$ cat src/rtl/inst_seq_pkg.sv
// inst_seq_pkg: opcode, field and state definitions shared by the instruction sequencer.
package inst_seq_pkg;
  localparam int OP_LSB = 4;
  localparam int OP_MSB = 6;
  localparam logic [2:0] OP_READ  = 3'b000;
  localparam logic [2:0] OP_SHIFT = 3'b101;
  localparam logic [2:0] OP_WFI   = 3'b110;
  localparam logic [2:0] OP_LOOP  = 3'b111;
  typedef enum logic [2:0] {ST_IDLE, ST_READ, ST_DECODE, ST_HOLD, ST_WFI, ST_DONE} state_t;
endpackage

$ cat src/rtl/inst_seq_mem_if.sv
// inst_seq_mem_if: valid/ready instruction issue channel to the read controller.
interface inst_seq_mem_if #(parameter int INST_WIDTH = 56);
  logic [INST_WIDTH-1:0] INST_DATA;
  logic INST_VALID;
  logic INST_READY;
  modport master (output INST_DATA, INST_VALID, input INST_READY);
  modport slave (input INST_DATA, INST_VALID, output INST_READY);
endinterface

$ cat src/rtl/inst_ram.sv
// inst_ram: simple dual-port program store, synchronous write and registered read, no reset.
module inst_ram #(
  parameter int WIDTH = 56,
  parameter int ADDR_WIDTH = 6
) (
  input  logic                  clk,
  input  logic                  we,
  input  logic [ADDR_WIDTH-1:0] waddr,
  input  logic [WIDTH-1:0]      wdata,
  input  logic [ADDR_WIDTH-1:0] raddr,
  output logic [WIDTH-1:0]      rdata
);
  logic [WIDTH-1:0] mem [1 << ADDR_WIDTH];
  always_ff @(posedge clk) begin
    if (we) mem[waddr] <= wdata;
    rdata <= mem[raddr];
  end
endmodule

$ cat src/rtl/inst_seq_mem.sv
// inst_seq_mem: programmable instruction store that fetches, decodes and issues read/shift words,
// absorbing wfi and loop words and repeating the program LOOP_COUNT extra times.
module inst_seq_mem import inst_seq_pkg::*; #(
  parameter int INST_WIDTH = 56,
  parameter int ADDR_WIDTH = 6,
  parameter int LOOP_WIDTH = 8
) (
  input  logic                  CLK,
  input  logic                  RESET,
  input  logic                  PROG_WE,
  input  logic [ADDR_WIDTH-1:0] PROG_ADDR,
  input  logic [INST_WIDTH-1:0] PROG_DATA,
  input  logic                  START,
  input  logic [LOOP_WIDTH-1:0] LOOP_COUNT,
  input  logic                  WAKE,
  inst_seq_mem_if.master        bus,
  output logic                  BUSY,
  output logic                  DONE,
  output logic                  WFI_ACTIVE,
  output logic [ADDR_WIDTH-1:0] PC,
  output logic [LOOP_WIDTH-1:0] ITER
);
  state_t state, state_n;
  logic [ADDR_WIDTH-1:0] pc, pc_n;
  logic [LOOP_WIDTH-1:0] iter, iter_n, loop_left, left_n;
  logic [INST_WIDTH-1:0] rdata, data, data_n;
  logic wake_pending, wake_n, idle, advance, do_loop;
  logic [2:0] op;
  assign idle = state == ST_IDLE || state == ST_DONE;
  assign op = rdata[OP_MSB:OP_LSB];
  inst_ram #(.WIDTH(INST_WIDTH), .ADDR_WIDTH(ADDR_WIDTH)) u_ram (
    .clk(CLK), .we(PROG_WE & idle), .waddr(PROG_ADDR), .wdata(PROG_DATA),
    .raddr(pc), .rdata(rdata)
  );
  assign BUSY = !idle;
  assign DONE = state == ST_DONE;
  assign WFI_ACTIVE = state == ST_WFI;
  assign PC = pc;
  assign ITER = iter;
  assign bus.INST_DATA = data;
  assign bus.INST_VALID = state == ST_HOLD;
  always_ff @(posedge CLK) begin
    if (RESET) begin
      state <= ST_IDLE;
      pc <= '0;
      iter <= '0;
      loop_left <= '0;
      wake_pending <= 1'b0;
      data <= '0;
    end else begin
      state <= state_n;
      pc <= pc_n;
      iter <= iter_n;
      loop_left <= left_n;
      wake_pending <= wake_n;
      data <= data_n;
    end
  end
  always_comb begin
    state_n = state;
    pc_n = pc;
    iter_n = iter;
    left_n = loop_left;
    data_n = data;
    wake_n = wake_pending | (WAKE & !idle & state != ST_WFI);
    advance = 1'b0;
    do_loop = 1'b0;
    case (state)
      ST_IDLE, ST_DONE: if (START) begin
        state_n = ST_READ;
        pc_n = '0;
        iter_n = '0;
        left_n = LOOP_COUNT;
        wake_n = 1'b0;
      end
      ST_READ: state_n = ST_DECODE;
      ST_DECODE: begin
        do_loop = op == OP_LOOP;
        state_n = op == OP_WFI ? ST_WFI : ST_HOLD;
        data_n = op == OP_WFI || op == OP_LOOP ? data : rdata;
      end
      ST_HOLD: advance = bus.INST_READY;
      ST_WFI: if (WAKE || wake_pending) begin
        advance = 1'b1;
        wake_n = 1'b0;
      end
      default: ;
    endcase
    // the last address behaves as an implicit LOOP word
    if (advance) begin
      do_loop = &pc;
      pc_n = pc + 1'b1;
      state_n = ST_READ;
    end
    if (do_loop) begin
      iter_n = iter + 1'b1;
      left_n = loop_left != 0 ? loop_left - 1'b1 : loop_left;
      pc_n = loop_left != 0 ? '0 : pc;
      state_n = loop_left != 0 ? ST_READ : ST_DONE;
    end
  end
endmodule

$ cat src/flat_wrapper.sv
// flat-port wrapper written by rule: the top's interface ports become plain ports
module inst_seq_mem_flat import inst_seq_pkg::*;
#(
  parameter int INST_WIDTH = 56,
  parameter int ADDR_WIDTH = 6,
  parameter int LOOP_WIDTH = 8
)
  (CLK, RESET, PROG_WE, PROG_ADDR, PROG_DATA, START, LOOP_COUNT, WAKE, BUSY, DONE, WFI_ACTIVE, PC, ITER, bus_INST_DATA, bus_INST_VALID, bus_INST_READY);
  inst_seq_mem_if #(.INST_WIDTH(INST_WIDTH)) bus_i ();
  input  logic CLK;
  input  logic RESET;
  input  logic PROG_WE;
  input  logic [ADDR_WIDTH-1:0] PROG_ADDR;
  input  logic [INST_WIDTH-1:0] PROG_DATA;
  input  logic START;
  input  logic [LOOP_WIDTH-1:0] LOOP_COUNT;
  input  logic WAKE;
  output logic BUSY;
  output logic DONE;
  output logic WFI_ACTIVE;
  output logic [ADDR_WIDTH-1:0] PC;
  output logic [LOOP_WIDTH-1:0] ITER;
  output wire logic [$bits(bus_i.INST_DATA)-1:0] bus_INST_DATA;
  output wire logic [$bits(bus_i.INST_VALID)-1:0] bus_INST_VALID;
  input wire logic [$bits(bus_i.INST_READY)-1:0] bus_INST_READY;
  assign bus_INST_DATA = bus_i.INST_DATA;
  assign bus_INST_VALID = bus_i.INST_VALID;
  assign bus_i.INST_READY = bus_INST_READY;
  inst_seq_mem #(.INST_WIDTH(INST_WIDTH), .ADDR_WIDTH(ADDR_WIDTH), .LOOP_WIDTH(LOOP_WIDTH)) u_core (.CLK(CLK), .RESET(RESET), .PROG_WE(PROG_WE), .PROG_ADDR(PROG_ADDR), .PROG_DATA(PROG_DATA), .START(START), .LOOP_COUNT(LOOP_COUNT), .WAKE(WAKE), .bus(bus_i), .BUSY(BUSY), .DONE(DONE), .WFI_ACTIVE(WFI_ACTIVE), .PC(PC), .ITER(ITER));
endmodule
$ cat config.mk
export PLATFORM = sky130hd
export DESIGN_NAME = inst_seq_mem_flat
export DESIGN_NICKNAME = d
export VERILOG_FILES = /design/src/rtl/inst_seq_pkg.sv /design/src/rtl/inst_seq_mem_if.sv /design/src/rtl/inst_ram.sv /design/src/rtl/inst_seq_mem.sv /design/src/flat_wrapper.sv
export SDC_FILE = /design/constraint.sdc
export NUM_CORES = 2
export LEC_CHECK = 0
export BUFFER_PORTS_ARGS = -buffer_cell sky130_fd_sc_hd__buf_2
export CORE_ASPECT_RATIO = 0.5
export CORE_UTILIZATION = 40
export CTS_CLUSTER_SIZE = 12
export DETAILED_ROUTE_END_ITERATION = 10
export GPL_TIMING_DRIVEN = 1
export PLACE_DENSITY = 0.56
export REMOVE_ABC_BUFFERS = 1
export SLEW_MARGIN = 10
export SYNTH_ARGS = -nofsm -noshare
export SYNTH_HDL_FRONTEND = slang
export SYNTH_SLANG_ARGS = --single-unit
$ cat constraint.sdc
create_clock -name CLK -period 11.65 [get_ports CLK]
set_input_delay 1.7475 -clock CLK [delete_from_list [all_inputs] [get_ports CLK]]
set_output_delay 1.7475 -clock CLK [all_outputs]
set_load 0.05 [all_outputs]
* Yosys cells after proc, flatten, opt, wreduce, memory -nomap -nowiden
Memory sizes are Yosys's and may differ from the RTL's. A register that Yosys moved wholly into a read port is not among the register bits.
Index checks and enable logic that the tools add are counted.
** Operators by class
- Bitwise logic cells :: 5
- Mux-type cells :: 27
- $add $sub $neg :: 3
- Reductions and logical operators :: 18
- Equality and inequality tests :: 10
** Operators by type and width (number)
- 8-bit two-way mux :: 7
- 6-bit two-way mux :: 5
- 3-bit two-way mux :: 5
- 3-bit equality test (second input constant) :: 4
- 3-bit one-hot mux with 3 select lines :: 1
- 8-bit by 1-bit adder with 8-bit output (second input constant) :: 1
- 8-bit nonzero test :: 1
- 8-bit by 1-bit subtractor with 8-bit output (second input constant) :: 1
- 1-bit two-way mux :: 7
- 6-bit by 1-bit adder with 6-bit output (second input constant) :: 1
- 3-bit by 2-bit equality test with 1-bit output (second input constant) :: 2
- 2-bit AND reduction :: 3
- 3-bit AND reduction :: 2
- 6-bit AND reduction :: 1
- 3-bit nonzero test :: 2
- 5-bit nonzero test :: 1
- 4-bit by 2-bit != test with 1-bit output (second input constant) :: 1
- 1-bit one-hot mux with 2 select lines :: 2
- 2-bit nonzero test :: 2
- 1-bit AND :: 3
- 3-bit by 1-bit equality test with 1-bit output (second input constant) :: 1
- 3-bit logical NOT :: 1
- 1-bit logical OR :: 3
- 3-bit != test (second input constant) :: 1
- other kinds (5) :: 5
** Word-level totals
- RAM bits :: 3584
- Memories :: 1
- Flip-flop bits (word level) :: 82
- Output and inout port bits :: 74
- Word-level logic and storage cells :: 70
** Memories
- u_core.u_ram.mem :: words 64, bits a word 56, rd ports 1, clocked after Yosys merged registers in 1, write ports 1, line inst_ram.sv:13 : logic [WIDTH-1:0] mem [1 << ADDR_WIDTH];

* Logic depth before layout (Yosys ltp)
- Depth after elaboration :: 8
- Gate-level depth with buffers :: 10
- Depth with buffers taken out :: 7

* Modules after synthesis
Synthesis repeated with hierarchy kept, for this count alone.
** Unflattened totals
- Cell total of the unflattened synthesis :: 6369
- Area, all modules :: 140425.9 um^2
** By module, submodules not included
- inst_ram :: instances 1, area an instance 136983.9 um^2, cells an instance 5949
- inst_seq_mem :: instances 1, area an instance 3442.1 um^2, cells an instance 420

* Worst setup path after synthesis
Ideal clock, no wire load.
- Kind :: input to register
- Start point :: input port PROG_ADDR[5]
- End point :: memory u_core.u_ram.mem[39][0], enable pin
- Stages on the path :: 4
- Buffers on the path :: 2
- Slack :: 6.232 ns
- Arrival :: 4.947 ns
- Library setup time :: 0.470 ns
- Required time :: 11.180 ns
- Path through :: clkbuf_1 > or3b_2 > buf_1 > nor2_1
** RTL lines
- from (decl) :: line flat_wrapper.sv:13 : input logic [ADDR_WIDTH-1:0] PROG_ADDR;
- to (decl) :: line inst_ram.sv:13
Straight into the memory's write port.

* Final worst setup path
- Start point :: register u_core.pc[0] (netlist: u_core.PC[0])
- End point :: output port PC[0]
** RTL lines
- from (decl) :: line inst_seq_mem.sv:24 : logic [ADDR_WIDTH-1:0] pc, pc_n;
- from (signal assigned) :: line inst_seq_mem.sv:52 : pc <= pc_n;
- to (decl) :: line flat_wrapper.sv:21 : output logic [ADDR_WIDTH-1:0] PC;
No word-level cell between the ends.

==> results.env <==
OUTCOME='finished clean'
CTS_MAX_LEVEL=5
GRT_USE_MET3_PCT=4.663
VDD_DROP_MAX_mV=0.1212
WORSTSKEWPAIRLATENCY_NS=0.94
YOSYSWARNINGCOUNT=0
FINALSETUPVIOLCOUNT=0
SYNTH.FF_LATCH_COUNT=3722
TIMING.FINAL.HOLD_VIOLATIONS=0
AVGROUTEDWIREPERCELL_UM=35.18
DIE_HEIGHT_UM=421.3
CLOCK_SKEW_NS=0.07518
NETLIST_INSTANCES=6353
CTS_ROOT_BUFFER='sky130_fd_sc_hd__clkbuf_16'
PLACEMENTROWS=153
POWER.DENSITY_mW_PER_MM2=166.3
SYNTH-SEQ-AREA-SHARE_PCT=78.50
ENDPOINT_TYPE_OF_THE_WORST_SETUP_PATH='output pin'
AVGVIACOUNTPERCELL=6.056
PLACE_WS_NS=6.268
GLOBALROUTEMET1UTIL_PCT=34.74
DP.FINAL_HPWL_MM=231.4
POST_SYNTH.CELL_AREA_AVG_SQ_UM=22.14
TOTAL_WIRE_LENGTH_AFTER_DETAILED_ROUTING_MM=408.3
POSTSYNTH.TOPFLOPCELL='sky130_fd_sc_hd__edfxtp_1'
LARGEST_NET_DEGREE_AT_THE_START_OF_GLOBAL_ROUTING=98
SLEW_VIOLATIONS=0
FINALINSTANCEAREA_SQ_MM=0.1579
LEAKAGEPOWER_nW=47.48
CLK_PIN_SLEW_WORST_PATHS_NS=0.06
IOPINCOUNT=150
DRT_FIRST_ITER_VIOLATIONS=10450
GRT_BUSIEST_LAYER='met1'
DIE-AREA_SQ_MM=0.3541
RSZ0062_AT_GRT='false'
IO_BUFFER_COUNT=149
MAX_SLEW_MARGIN_PCT=15.70
CLK_PATH_BUF_DEPTH=4
LAYOUT_WORST_PATH_CYCLE_SHARE_PCT=43.01
STARTING_DENSITY_OF_THE_CORE_PCT=40.32
DRV.MAX_CAP_VIOLATION_COUNT=0
AREAGROWTHSYNTHTOFINISH_PCT=12.31
POST_DETAILED_ROUTE_COUNT_OF_ANTENNA_VIOLATING_NETS=0
YOSYS-TOP-CELLS-AREA='sky130_fd_sc_hd__edfxtp_1, sky130_fd_sc_hd__mux4_2, sky130_fd_sc_hd__dfxtp_1, sky130_fd_sc_hd__mux2i_1, sky130_fd_sc_hd__nand2_1'
POWER.INTERNAL_mW=20.87
FILL_CELLS=29160
COMBINATIONAL_POWER_SHARE_PCT=2.9
WORSTSETUPSTARTPOINTTYPE='flip-flop'
DIEWIDTH_UM=840.5
YOSYS.AREA.TOP_TYPE_SHARE_PCT=76.53
FIRST_PASS_ITERS=5
YOSYSUNIQUECELLTYPES=64
DRIVE_ABOVE_1_SHARE_PCT=24.75
DRC_ERRORS=0
WORST-PATH-MAX-FANOUT=91
CRITICAL_PATH_CLASS='reg -> out'
SYNTH_ENABLE_FLOP_CELLS=3584
MAX_FREQ_MHz=199.6
GRT_PASS1_WL_MM=562.2
LAYOUT.CELLS.MOST_COMMON_LIST='sky130_fd_sc_hd__edfxtp_1, sky130_fd_sc_hd__mux4_2, sky130_fd_sc_hd__clkbuf_16'
GLOBALROUTEOVERFLOWTOTAL=0
CELL_AREA_AFTER_TECHNOLOGY_MAPPING_SQ_MM=0.1406
CTS_BUFFERS=359
TIMING.FINAL.WS_SETUP_NS=6.639
PLACE_CONGESTION=0.7859
CTS_POST_SETUP_BUFFERS_INSERTED=0
YS_ASYNC_SR_FRACTION_PCT=0
HOLD_PATH.CLASS='reg -> reg'
CTS.HOLD.BUFFERS_ADDED=0
DPL_CELL_AREA_SQ_MM=0.1476
NETLIST.TOP_CELL.BY_AREA='sky130_fd_sc_hd__edfxtp_1'
ANTENNA_FOUND_INITIAL=44
SWSHARE_PCT=20.55
FINAL_PERIOD_MINUS_WORST_SETUP_SLACK_NS=5.011
TIGHTEST_SLEW_NS=1.265
FINALNETCOUNT=6811
POWER.SHARE.CLOCK_PCT=40.9
FLOORPLAN.CORE_AREA_SQ_MM=0.3488
GLOBAL_ROUTE.USAGE.TOTAL_PCT=22.64
CP_DATA_ARRIVAL_TIME_NS=3.26
PART_OF_THE_POWER_IN_REGISTERS_PCT=56.2
VIA_COUNT_OF_THE_FIRST_GLOBAL_ROUTING_PASS=69030
CTS_TREE='built'
CTS_NUM_SINKS=3722
POST_CTS_RESIZED=0
LEADING_CELL_TYPE_IN_THE_LAYOUT_FILL_AND_TAPS_EXCLUDED='sky130_fd_sc_hd__edfxtp_1'
GRTUSAGEMET2_PCT=33.69
VIAS=70300
REQUIRED_NS=9.90
NETSWITCHINGPOWER_mW=5.397
## state kept, by name, indices dropped and copies added, names as in the netlist
signal / count
u_core.u_ram.mem: 3584
u_core.bus.INST_DATA: 56
u_core.u_ram.rdata: 56
u_core.ITER: 8
u_core.loop_left: 8
u_core.PC: 6
u_core.state: 3
u_core.wake_pending: 1
## cells in the mapped netlist, types with 6 or more instances
| master | count |
|---|---|
| sky130_fd_sc_hd__a211oi_1 | 18 |
| sky130_fd_sc_hd__a21oi_1 | 186 |
| sky130_fd_sc_hd__a221oi_1 | 52 |
| sky130_fd_sc_hd__a22o_1 | 39 |
| sky130_fd_sc_hd__a22oi_1 | 79 |
| sky130_fd_sc_hd__a311oi_1 | 23 |
| sky130_fd_sc_hd__a31oi_1 | 48 |
| sky130_fd_sc_hd__a32oi_1 | 6 |
| sky130_fd_sc_hd__and3_1 | 14 |
| sky130_fd_sc_hd__buf_1 | 34 |
| sky130_fd_sc_hd__buf_2 | 76 |
| sky130_fd_sc_hd__buf_4 | 55 |
| sky130_fd_sc_hd__buf_6 | 29 |
| sky130_fd_sc_hd__buf_8 | 10 |
| sky130_fd_sc_hd__clkbuf_1 | 152 |
| sky130_fd_sc_hd__dfxtp_1 | 138 |
| sky130_fd_sc_hd__edfxtp_1 | 3584 |
| sky130_fd_sc_hd__inv_1 | 6 |
| sky130_fd_sc_hd__mux2i_1 | 186 |
| sky130_fd_sc_hd__mux4_2 | 849 |
| sky130_fd_sc_hd__nand2_1 | 253 |
| sky130_fd_sc_hd__nand2b_1 | 6 |
| sky130_fd_sc_hd__nand3_1 | 31 |
| sky130_fd_sc_hd__nand4_1 | 17 |
| sky130_fd_sc_hd__nor2_1 | 151 |
| sky130_fd_sc_hd__nor2b_1 | 16 |
| sky130_fd_sc_hd__nor3_1 | 33 |
| sky130_fd_sc_hd__o211a_1 | 11 |
| sky130_fd_sc_hd__o21ai_0 | 29 |
| sky130_fd_sc_hd__o221ai_1 | 73 |
| sky130_fd_sc_hd__o22a_1 | 34 |
| sky130_fd_sc_hd__o22ai_1 | 36 |
| sky130_fd_sc_hd__o32a_1 | 6 |
| sky130_fd_sc_hd__or3_1 | 7 |
## cell families (layout without fill, tap and decap cells)
kind of cell	Yosys count	count (layout)	share of synthesized area (%)
adders and majority gates	6	6	0.04983
AOI/OAI and AO/OA	667	667	3.354
xor gates and xnor gates	1	1	0.006229
other	0	8	0
buffers and inverters	367	963	1.452
and+or+nand+nor	554	554	1.713
muxes	1036	1036	14.93
DFF	3722	3722	78.50
## power by group through the flow
stage	clock, mW	sequential, mW	combinational, mW
after floorplan	0	15.1	0.770
after global placement	0	15.0	0.765
after detailed placement	0	15.0	0.775
after CTS	10.9	14.8	0.775
after global routing	11.4	14.7	0.819
final	10.7	14.8	0.770
## through the flow
step / TNS (ns) / utilization (%) / power [mW] / hold WS (ns) / std cells
final: 0 / 45.28 / 26.27 / 0.4423 / 11610
after global routing: 0 / 45.28 / 26.97 / 0.4668 / 11600
after CTS: 0 / 45.26 / 26.44 / 0.4417 / 11600
after detailed placement: 0 / 42.33 / 15.81 / 0.4330 / 11020
after global placement: 0 / 42.33 / 15.80 / 0.4215 / 11020
after floorplan: -2306.10 / - / 15.90 / 0.4113 / 5995
## routing by layer
layer / part of all wire (%) / up-vias
li1: - / 27680
met1: 43 / 38550
met2: 45 / 3584
met3: 10 / 478
met4: 2.0 / 14
met5: 0.023 / -
## final timing paths
| check | from | cells past startpoint | end | slack [ns] |
|---|---|---|---|---|
| setup / recovery | u_core.PC[0] | 3 | PC[0] | 6.64 |
| hold / removal | u_core.u_ram.rdata[15] | 2 | u_core.bus.INST_DATA[15] | 0.44 |
| setup reg to reg | u_core.state[0] | 8 | u_core.u_ram.mem[30][51] | 6.71 |
| hold reg to reg | u_core.u_ram.rdata[15] | 2 | u_core.bus.INST_DATA[15] | 0.44 |
## area by class of cell
type | count | area, sq um | area share (%)
clock inverters | 22 | 205.2 | 0.1299
clock buffers | 557 | 10030 | 6.352
inverters | 9 | 46.29 | 0.02931
well taps | 4650 | 5818 | 3.684
repair buffers | 375 | 2603 | 1.648
diodes | 8 | 20.02 | 0.01267
flip-flops and latches | 3722 | 110400 | 69.90
multi-input cells | 2264 | 28810 | 18.24
## critical path, cell delays in order (launching register included)
cell and delay [ns]:
sky130_fd_sc_hd__dfxtp_4 0.72, sky130_fd_sc_hd__buf_12 0.58, sky130_fd_sc_hd__buf_4 0.56, sky130_fd_sc_hd__buf_2 0.36
(Power assumes the default switching activity.)
